**src/rtl/ru_mem_ctrl.sv**
```systemverilog
// Memory request sequencer: serialises core fetch and load/store onto a single-ported word RAM.
// Optional RU_MEMCTRL_PERF_EN adds saturating stall-cycle and RMW-write counters.
module ru_mem_ctrl #(
    parameter int unsigned MEM_WORDS = 256,
    parameter logic [31:0] NOP_INSTR = 32'h0000_0013
) (
    input  logic        clk,
    input  logic        nRst,
    input  logic        i_req,
    input  logic [31:0] i_addr,
    output logic [31:0] i_rdata,
    input  logic        d_ren,
    input  logic        d_wen,
    input  logic [31:0] d_addr,
    input  logic [31:0] d_wdata,
    input  logic [1:0]  d_size,
    input  logic        d_unsigned,
    output logic [31:0] d_rdata,
    output logic        stall,
    output logic        fault,
    output logic [31:0] ram_addr,
    output logic        ram_wen,
    output logic [31:0] ram_wdata,
    input  logic [31:0] ram_rdata,
`ifdef RU_MEMCTRL_PERF_EN
    output logic [31:0] perf_stall_cnt,
    output logic [15:0] perf_rmw_cnt,
`endif
    input  logic        ram_busy
);

    // state  | meaning
    // IDLE   | waiting for a request; faulting data requests are resolved here
    // DACC   | data RAM cycle: word store, load capture or RMW read
    // RMW    | write back merged word for byte/half store
    // IFETCH | instruction read
    // DONE   | stall released for one cycle, core advances
    typedef enum logic [2:0] {
        ST_IDLE,
        ST_DACC,
        ST_RMW,
        ST_IFETCH,
        ST_DONE
    } state_t;

    state_t      state, state_nxt;
    logic [31:0] i_rdata_q, d_rdata_q, merge_q;
    logic        fault_q;

    logic        misalign, out_of_range, req_fault, data_req;
    logic [7:0]  byte_lane;
    logic [15:0] half_lane;
    logic [31:0] load_ext, merged;
    logic        cap_load, cap_merge, cap_fetch, take_fault;
    state_t      after_data;

    always_comb begin
        data_req = d_ren | d_wen;
        case (d_size)
            2'b00:   misalign = 1'b0;
            2'b01:   misalign = d_addr[0];
            2'b10:   misalign = |d_addr[1:0];
            default: misalign = 1'b1;
        endcase
        out_of_range = ({2'b00, d_addr[31:2]} >= MEM_WORDS);
        req_fault    = misalign | out_of_range;
        after_data   = i_req ? ST_IFETCH : ST_DONE;
    end

    always_comb begin
        byte_lane = ram_rdata[{d_addr[1:0], 3'b000} +: 8];
        half_lane = ram_rdata[{d_addr[1], 4'b0000} +: 16];
        case (d_size)
            2'b00:   load_ext = d_unsigned ? {24'h0, byte_lane} : {{24{byte_lane[7]}}, byte_lane};
            2'b01:   load_ext = d_unsigned ? {16'h0, half_lane} : {{16{half_lane[15]}}, half_lane};
            default: load_ext = ram_rdata;
        endcase
        merged = merge_q;
        if (d_size == 2'b00) begin
            merged[{d_addr[1:0], 3'b000} +: 8] = d_wdata[7:0];
        end else begin
            merged[{d_addr[1], 4'b0000} +: 16] = d_wdata[15:0];
        end
    end

    always_ff @(posedge clk or negedge nRst) begin
        if (!nRst) begin
            state <= ST_IDLE;
        end else begin
            state <= state_nxt;
        end
    end

    always_comb begin
        state_nxt  = state;
        stall      = 1'b1;
        ram_addr   = {d_addr[31:2], 2'b00};
        ram_wen    = 1'b0;
        ram_wdata  = merged;
        cap_load   = 1'b0;
        cap_merge  = 1'b0;
        cap_fetch  = 1'b0;
        take_fault = 1'b0;
        case (state)
            ST_IDLE: begin
                stall = i_req | data_req;
                if (data_req) begin
                    if (req_fault) begin
                        take_fault = 1'b1;
                        state_nxt  = after_data;
                    end else begin
                        state_nxt = ST_DACC;
                    end
                end else if (i_req) begin
                    state_nxt = ST_IFETCH;
                end
            end
            ST_DACC: begin
                if (d_wen && d_size == 2'b10) begin
                    ram_wdata = d_wdata;
                end
                if (!ram_busy) begin
                    if (d_wen) begin
                        if (d_size == 2'b10) begin
                            ram_wen   = 1'b1;
                            state_nxt = after_data;
                        end else begin
                            cap_merge = 1'b1;
                            state_nxt = ST_RMW;
                        end
                    end else begin
                        cap_load  = 1'b1;
                        state_nxt = after_data;
                    end
                end
            end
            ST_RMW: begin
                // Write is withheld while busy so exactly one accepted write pulse occurs.
                if (!ram_busy) begin
                    ram_wen   = 1'b1;
                    state_nxt = after_data;
                end
            end
            ST_IFETCH: begin
                ram_addr = {i_addr[31:2], 2'b00};
                if (!ram_busy) begin
                    cap_fetch = 1'b1;
                    state_nxt = ST_DONE;
                end
            end
            ST_DONE: begin
                stall     = 1'b0;
                state_nxt = ST_IDLE;
            end
            default: state_nxt = ST_IDLE;
        endcase
    end

    always_ff @(posedge clk or negedge nRst) begin
        if (!nRst) begin
            i_rdata_q <= NOP_INSTR;
            d_rdata_q <= 32'h0;
            merge_q   <= 32'h0;
            fault_q   <= 1'b0;
        end else begin
            // A new request clears any stale fault from the previous access.
            if (state == ST_IDLE && (i_req || data_req)) begin
                fault_q <= take_fault;
            end
            if (take_fault) begin
                d_rdata_q <= 32'h0;
            end else if (cap_load) begin
                d_rdata_q <= load_ext;
            end
            if (cap_merge) begin
                merge_q <= ram_rdata;
            end
            if (cap_fetch) begin
                i_rdata_q <= ram_rdata;
            end
        end
    end

    assign i_rdata = i_rdata_q;
    assign d_rdata = d_rdata_q;
    assign fault   = fault_q;

`ifdef RU_MEMCTRL_PERF_EN
    always_ff @(posedge clk or negedge nRst) begin
        if (!nRst) begin
            perf_stall_cnt <= 32'h0;
            perf_rmw_cnt   <= 16'h0;
        end else begin
            if (stall && perf_stall_cnt != 32'hFFFF_FFFF) begin
                perf_stall_cnt <= perf_stall_cnt + 32'd1;
            end
            if (state == ST_RMW && !ram_busy && perf_rmw_cnt != 16'hFFFF) begin
                perf_rmw_cnt <= perf_rmw_cnt + 16'd1;
            end
        end
    end
`endif

endmodule

```
**config.mk**
```make
export PLATFORM = sky130hd
export DESIGN_NAME = ru_mem_ctrl
export DESIGN_NICKNAME = d
export VERILOG_FILES = /design/src/rtl/ru_mem_ctrl.sv
export SDC_FILE = /design/constraint.sdc
export NUM_CORES = 1
export LEC_CHECK = 0
export BUFFER_PORTS_ARGS = -buffer_cell sky130_fd_sc_hd__buf_2
export CORE_ASPECT_RATIO = 1.4
export CORE_MARGIN = 10
export CORE_UTILIZATION = 40
export DETAILED_ROUTE_END_ITERATION = 10
export PLACE_DENSITY = 0.78
export SLEW_MARGIN = 20
export SYNTH_ARGS = -nofsm -noshare
export SYNTH_HDL_FRONTEND = slang
export SYNTH_SLANG_ARGS = --single-unit
```
**constraint.sdc**
```tcl
create_clock -name clk -period 6.8 [get_ports clk]
set_input_delay 1.36 -clock clk [delete_from_list [all_inputs] [get_ports clk]]
set_output_delay 1.36 -clock clk [all_outputs]
set_load 0.005 [all_outputs]
```
Yosys cells after proc, flatten, opt, wreduce, memory -nomap -nowiden
Cells that the tools add are included.
{"block": "totals", "reg_bits": 100, "latchBits": 0, "ram_bits": 0, "rom_bits": 0, "inputBits": 137, "out_inout_bits": 131, "word_cells": 74, "mem_count": 0}
{"block": "op_classes", "add_sub_neg": 2, "multipliers": 0, "div": 0, "magnitude_cmp": 1, "eq_ne": 10, "shifts": 6, "n_mux": 39, "bitwise": 3, "reduce_logical": 8}
{"op": "two-way mux 32 bit", "count": 8}
{"op": "bitwise mux 32 bit", "count": 2}
{"op": "one-hot mux 32 bit (2 select lines)", "count": 1}
{"op": "variable shift 16 x 7 -> 32 bit (first input constant)", "count": 1}
{"op": "variable shift 8 x 7 -> 32 bit (first input constant)", "count": 1}
{"op": "variable part select 16 x 7 -> 32 bit", "count": 1}
{"op": "variable part select 32 x 6 -> 16 bit", "count": 1}
{"op": "variable part select 32 x 6 -> 8 bit", "count": 1}
{"op": "variable part select 8 x 7 -> 32 bit", "count": 1}
{"op": "greater-or-equal comparator 30 x 9 -> 1 bit (second input constant)", "count": 1}
{"op": "two-way mux 3 bit", "count": 9}
{"op": "two-way mux 1 bit", "count": 15}
{"op": "negation 5 -> 7 bit", "count": 2}
{"op": "one-hot mux 3 bit (4 select lines)", "count": 1}
{"op": "equality test 3 x 2 -> 1 bit (second input constant)", "count": 2}
{"op": "!= test 2 bit (second input constant)", "count": 3}
{"op": "one-hot mux 1 bit (2 select lines)", "count": 2}
{"op": "AND reduction 4 bit", "count": 1}
{"op": "equality test 3 x 1 -> 1 bit (second input constant)", "count": 1}
{"op": "equality test 3 bit (second input constant)", "count": 1}
{"op": "logical NOT 3 bit", "count": 1}
{"op": "!= test 3 bit (second input constant)", "count": 1}
{"op": "bitwise OR 1 bit", "count": 3}
{"op": "one-hot mux 1 bit (3 select lines)", "count": 1}
{"op": "other kinds (7)", "count": 8}

Longest topological paths before layout
{"block": "logic_depth", "depth_word": 7, "depth_mapped": 9, "depth_no_buf": 7}

Worst setup path before layout
OpenSTA, ideal clock, no wires.
{"block": "synth_path", "path_type": "input -> output", "from": "input d_addr[1]", "to": "output ram_wdata[16]", "t_arrival_ns": 2.678, "t_required_ns": 5.440, "slack_ns": 2.762, "stages": 7, "path_buffers": 1, "cell_sequence": "buf_2 -> inv_1 -> ha_1 -> nor3b_1 -> a31o_2 -> a221oi_1 -> nor2_1"}
{"block": "synth_between", "elab_chain_cells": 6, "word_cells_on_any_way": 11, "classes_between": "add/sub (2); shift (4); mux (5)"}
{"item": "from (decl)", "line": "14", "source": "input logic [31:0] d_addr,"}
{"item": "negation 5 -> 7 bit, on equally long branches", "line": "82, 80"}
{"item": "variable part select 16 x 7 -> 32 bit, or another cell as far along", "line": "82", "source": "merged[{d_addr[1], 4'b0000} +: 16] = d_wdata[15:0];"}
{"item": "bitwise mux 32 bit, on equally long branches", "line": "82, 80"}
{"item": "two-way mux 32 bit *", "line": "79", "source": "if (d_size == 2'b00) begin"}
{"item": "two-way mux 32 bit", "line": "119", "source": "if (d_wen && d_size == 2'b10) begin"}
{"item": "two-way mux 32 bit *", "line": "104", "source": "case (state)"}
{"item": "to (decl)", "line": "23", "source": "output logic [31:0] ram_wdata,"}
Mark *: on every way between the ends. The rest lies on a longest branch, timed or not.

Worst setup path in the final report
{"block": "layout_path", "from": "input d_size[1]", "to": "output ram_wdata[29]"}
{"block": "layout_between", "elab_chain_cells": 4, "word_cells_on_any_way": 6, "classes_between": "eq/ne (1); mux (3); reduce/logical (2)"}
{"item": "from (decl)", "line": "16", "source": "input logic [1:0] d_size,"}
{"item": "logical NOT 2 bit or equality test 2 bit (tied branches)", "line": "79, 119"}
{"item": "two-way mux 32 bit or logical AND 1 bit (tied branches)", "line": "79, 119"}
{"item": "two-way mux 32 bit", "line": "119"}
{"item": "two-way mux 32 bit *", "line": "104"}
Marks and branches as above.

==> results summary <==
The leakage power summed over all cells came out at 3.66 nW. In this run the worst hold path is classified as register to register. The number of register bits inferred by synthesis is 100.

The height of the die came out at 160 um. The initial utilization of the core area, before any placement, comes to 0.405. STA classifies the critical path endpoint as a primary output.

The worst-case headroom to the max-slew limit came out at 0.359. The via count of the first global-routing pass came out at 5360. The clock-pin slew on the worst setup and hold paths came out at 0.07 ns. The total congestion overflow after global routing is 0.

CTS placed an instance of sky130_fd_sc_hd__clkbuf_16 at the clock tree root. Among all stages on the critical path, the largest delay is contributed by sky130_fd_sc_hd__buf_2. Yosys printed 0 warnings.

In this run the worst setup path begins at d_size[1]. The die boundary width came out at 120 um. The commonest cells after synthesis are 97 x sky130_fd_sc_hd__dfrtp_1, 96 x sky130_fd_sc_hd__mux2_2, 39 x sky130_fd_sc_hd__nor2_1, 27 x sky130_fd_sc_hd__nand2_1, 24 x sky130_fd_sc_hd__a22o_1.

The initial antenna violation count came out at 0. The setup slack of the critical path after layout is ~1.5 ns. The count of input and output buffers is 263. The share of async-settable or async-resettable flops after synthesis is 1.00. The total of endpoints with negative setup slack in the final report came out at 0.

VDD sags by at most 0.000176 V. The global placement routability congestion came out at around 0.94. Counting along the longest clock path gives a buffer depth of 2.

The run finished with clean final reports. The clock net sink count is 100. Traced cell by cell, the critical path runs through buf_2 -> nor2_4 -> nor2_1 -> a21oi_1 -> a222oi_1 -> a21oi_1 -> buf_2. The standard cell core area is 13800 um2. The number of pins with negative max-slew slack in the final report is 0. The total power per unit cell area came out at roughly 360 nW/um2.

The via count came out at 5237. The most used flip-flop cell after synthesis is sky130_fd_sc_hd__dfrtp_1. The post-synthesis instance area is 5580 um2.

The share of the synthesized area in the top cell type is 0.435. The routed design has 21500 um of wire. The first detailed-routing pass took 6 iterations. TritonCTS built the clock tree. The post-synthesis average cell area is 10.9 um2. By instance count, the leading cell after synthesis is sky130_fd_sc_hd__dfrtp_1. The number of gates resized after cts is 0. Setup repair after global routing left no endpoint under its margin. The largest area contributor in the synthesized netlist is sky130_fd_sc_hd__dfrtp_1. The number of buffers created by CTS is 9.

The category of cells accounting for the largest share of critical-path delay is compound AO/OA/AOI/OAI gates. The area enclosed by the die boundary came out at 19200 um2. After floorplanning, the core was divided into just over 50 placement rows. The required time of the worst setup path came out at 5.44 ns. The via density per instance came out at 5.54. The worst setup slack after placement is about 1.6 ns.

STA puts the critical path data arrival time at 3.90 ns. The final setup TNS came out at 0 ns. The time the worst path needs with I/O delays and setup is 5.26 ns. The category of the worst setup path launch point is an input port.

For the final database, setup skew stands at 0.00731 ns. The cell count after synthesis is 512. The first-pass GRT wire length is 31800 um.

In the finished design, the share of the clock period the worst path needs comes to 0.774. Timing would allow up to 190 MHz. The CTS H-tree depth came out at 3. The count of buffer and inverter cells on the critical path came out at 2. At the end of the flow, the number of nets in the layout was 898.

The origin of the critical flop-to-flop path is state[1]. In the final routed layout, each cell accounts on average for 22.8 um. The number of inserted diodes is 0. The number of ports placed on the die boundary is 268. The post-DP HPWL is 17500 um. The count of unresolved DRC violations after routing came out at 0. The filler cells instantiated in the layout total 1268. From synthesis to final layout, the design area changed by 30.1%. The worst stage delay on the critical path is 0.66 ns.

The startpoint identified for the worst hold timing path is d_rdata[9]. Max-cap violations in this run came to 0. Yosys attributes the largest share of cell area to sky130_fd_sc_hd__dfrtp_1 43%, sky130_fd_sc_hd__mux2_2 19%, sky130_fd_sc_hd__a22o_1 3.8%. The count of antenna-violating nets left after detailed routing came out at 0. The largest fanout on the critical path is 46. Once the clock tree was built, the setup fixing pass inserted 0 buffers. Hold repair after CTS inserted 0 buffers.

The share of final-layout standard cells stronger than drive strength 1 came out at 0.527. The netlist uses 56 different library cells. The pin count of the biggest net entering global routing came out at 77.

The initial DRC count came out at roughly 480. The transition at the pin with the smallest max-transition slack came out at 0.958 ns. The hold violation total from the final report came out at 0.

The worst setup path is of the input port to primary output kind. For this run, the register share of the synthesized area comes to 0.449. At the later pin of the worst-skew pair, clock insertion delay measures 0.35 ns. The count of flip-flops with a built-in enable after synthesis is 0. The total routing resource utilization after global routing is 0.213.
==> worst paths after layout <==
path	to	slack (ns)	cells after the start
worst max-delay path	ram_wdata[29]	1.54	7
min in group asynchronous	i_rdata[22]	0.91	1
worst max register to register	d_rdata[27]	4.55	5
worst min register to register	d_rdata[9]	0.49	1
worst min-delay path	d_rdata[9]	0.49	1
max in group asynchronous	merge_q[3]	4.65	2
==> cells in the final DEF, fill, tap and decap left out, types with 2 or more instances in the layout <==
cell type / instances
sky130_fd_sc_hd__a2111oi_0: 2
sky130_fd_sc_hd__a21o_1: 10
sky130_fd_sc_hd__a21oi_1: 23
sky130_fd_sc_hd__a221oi_1: 16
sky130_fd_sc_hd__a222oi_1: 13
sky130_fd_sc_hd__a22o_1: 24
sky130_fd_sc_hd__a22oi_1: 9
sky130_fd_sc_hd__a31oi_1: 3
sky130_fd_sc_hd__buf_2: 262
sky130_fd_sc_hd__buf_4: 6
sky130_fd_sc_hd__clkbuf_16: 9
sky130_fd_sc_hd__clkinvlp_4: 2
sky130_fd_sc_hd__conb_1: 2
sky130_fd_sc_hd__dfrtp_1: 97
sky130_fd_sc_hd__dfstp_2: 3
sky130_fd_sc_hd__ha_1: 5
sky130_fd_sc_hd__inv_1: 14
sky130_fd_sc_hd__inv_8: 2
sky130_fd_sc_hd__mux2_2: 96
sky130_fd_sc_hd__nand2_1: 27
sky130_fd_sc_hd__nand2_2: 2
sky130_fd_sc_hd__nand2b_1: 20
sky130_fd_sc_hd__nand3_1: 3
sky130_fd_sc_hd__nor2_1: 38
sky130_fd_sc_hd__nor2_2: 2
sky130_fd_sc_hd__nor2b_1: 4
sky130_fd_sc_hd__nor3_1: 3
sky130_fd_sc_hd__nor3_2: 3
sky130_fd_sc_hd__nor4_1: 5
sky130_fd_sc_hd__o21ai_0: 19
sky130_fd_sc_hd__o21ai_1: 2
sky130_fd_sc_hd__o221ai_1: 2
sky130_fd_sc_hd__o22ai_1: 6
sky130_fd_sc_hd__or3_1: 3
==> area by class of cell <==
class / instances / area [um2] / area share
Clock buffer: 9 / 225 / 0.0310
Clock inverter: 7 / 60.1 / 0.00827
Inverter: 14 / 52.6 / 0.00724
Multi-Input combinational cell: 363 / 2830 / 0.390
Sequential cell: 100 / 2510 / 0.345
Tap cell: 185 / 231 / 0.0319
Timing Repair Buffer: 268 / 1360 / 0.187
==> power by group <==
group | switching [mW] | internal (mW)
Sequential | 0.190 | 0.871
Clock | 0.236 | 0.255
Combinational | 0.507 | 0.565
Total | 0.933 | 1.69
==> logic make-up (layout without fill, tap and decap cells) <==
family | after synthesis | count (layout) | share of synthesized area
adders and majority gates | 5 | 5 | 0.0112
other | 1 | 2 | 0.000672
AOI/OAI and AO/OA | 138 | 138 | 0.185
DFF | 100 | 100 | 0.449
buffers and inverters | 50 | 298 | 0.0453
and+or+nand+nor | 120 | 120 | 0.110
muxes | 98 | 98 | 0.199
==> metal layers <==
| layer | part of all wire | up-vias | GRT usage |
|---|---|---|---|
| met5 | 0 | - | 0 |
| met4 | 0.044 | 0 | 0.101 |
| met3 | 0.086 | 50 | 0.0596 |
| met2 | 0.52 | 292 | 0.387 |
| met1 | 0.35 | 2494 | 0.218 |
| li1 | - | 2401 | - |
==> sequential cells by signal, indices dropped and copies added (netlist names) <==
signal and cells:
i_rdata 32, merge_q 32, d_rdata 32, fault 1
state 3
==> per-stage QoR <==
stage,area [um2],hold WS [ns],utilization,power [mW],instances
global placement,6980,0.458,0.506,2.12,930
finish,7260,0.485,0.527,2.62,946
global route,7260,0.507,0.527,2.78,946
detailed placement,6980,0.462,0.506,2.15,930
CTS,7260,0.484,0.527,2.65,946
floorplan,5590,0.474,-,1.61,513
Power figures use the tool's default switching activity.
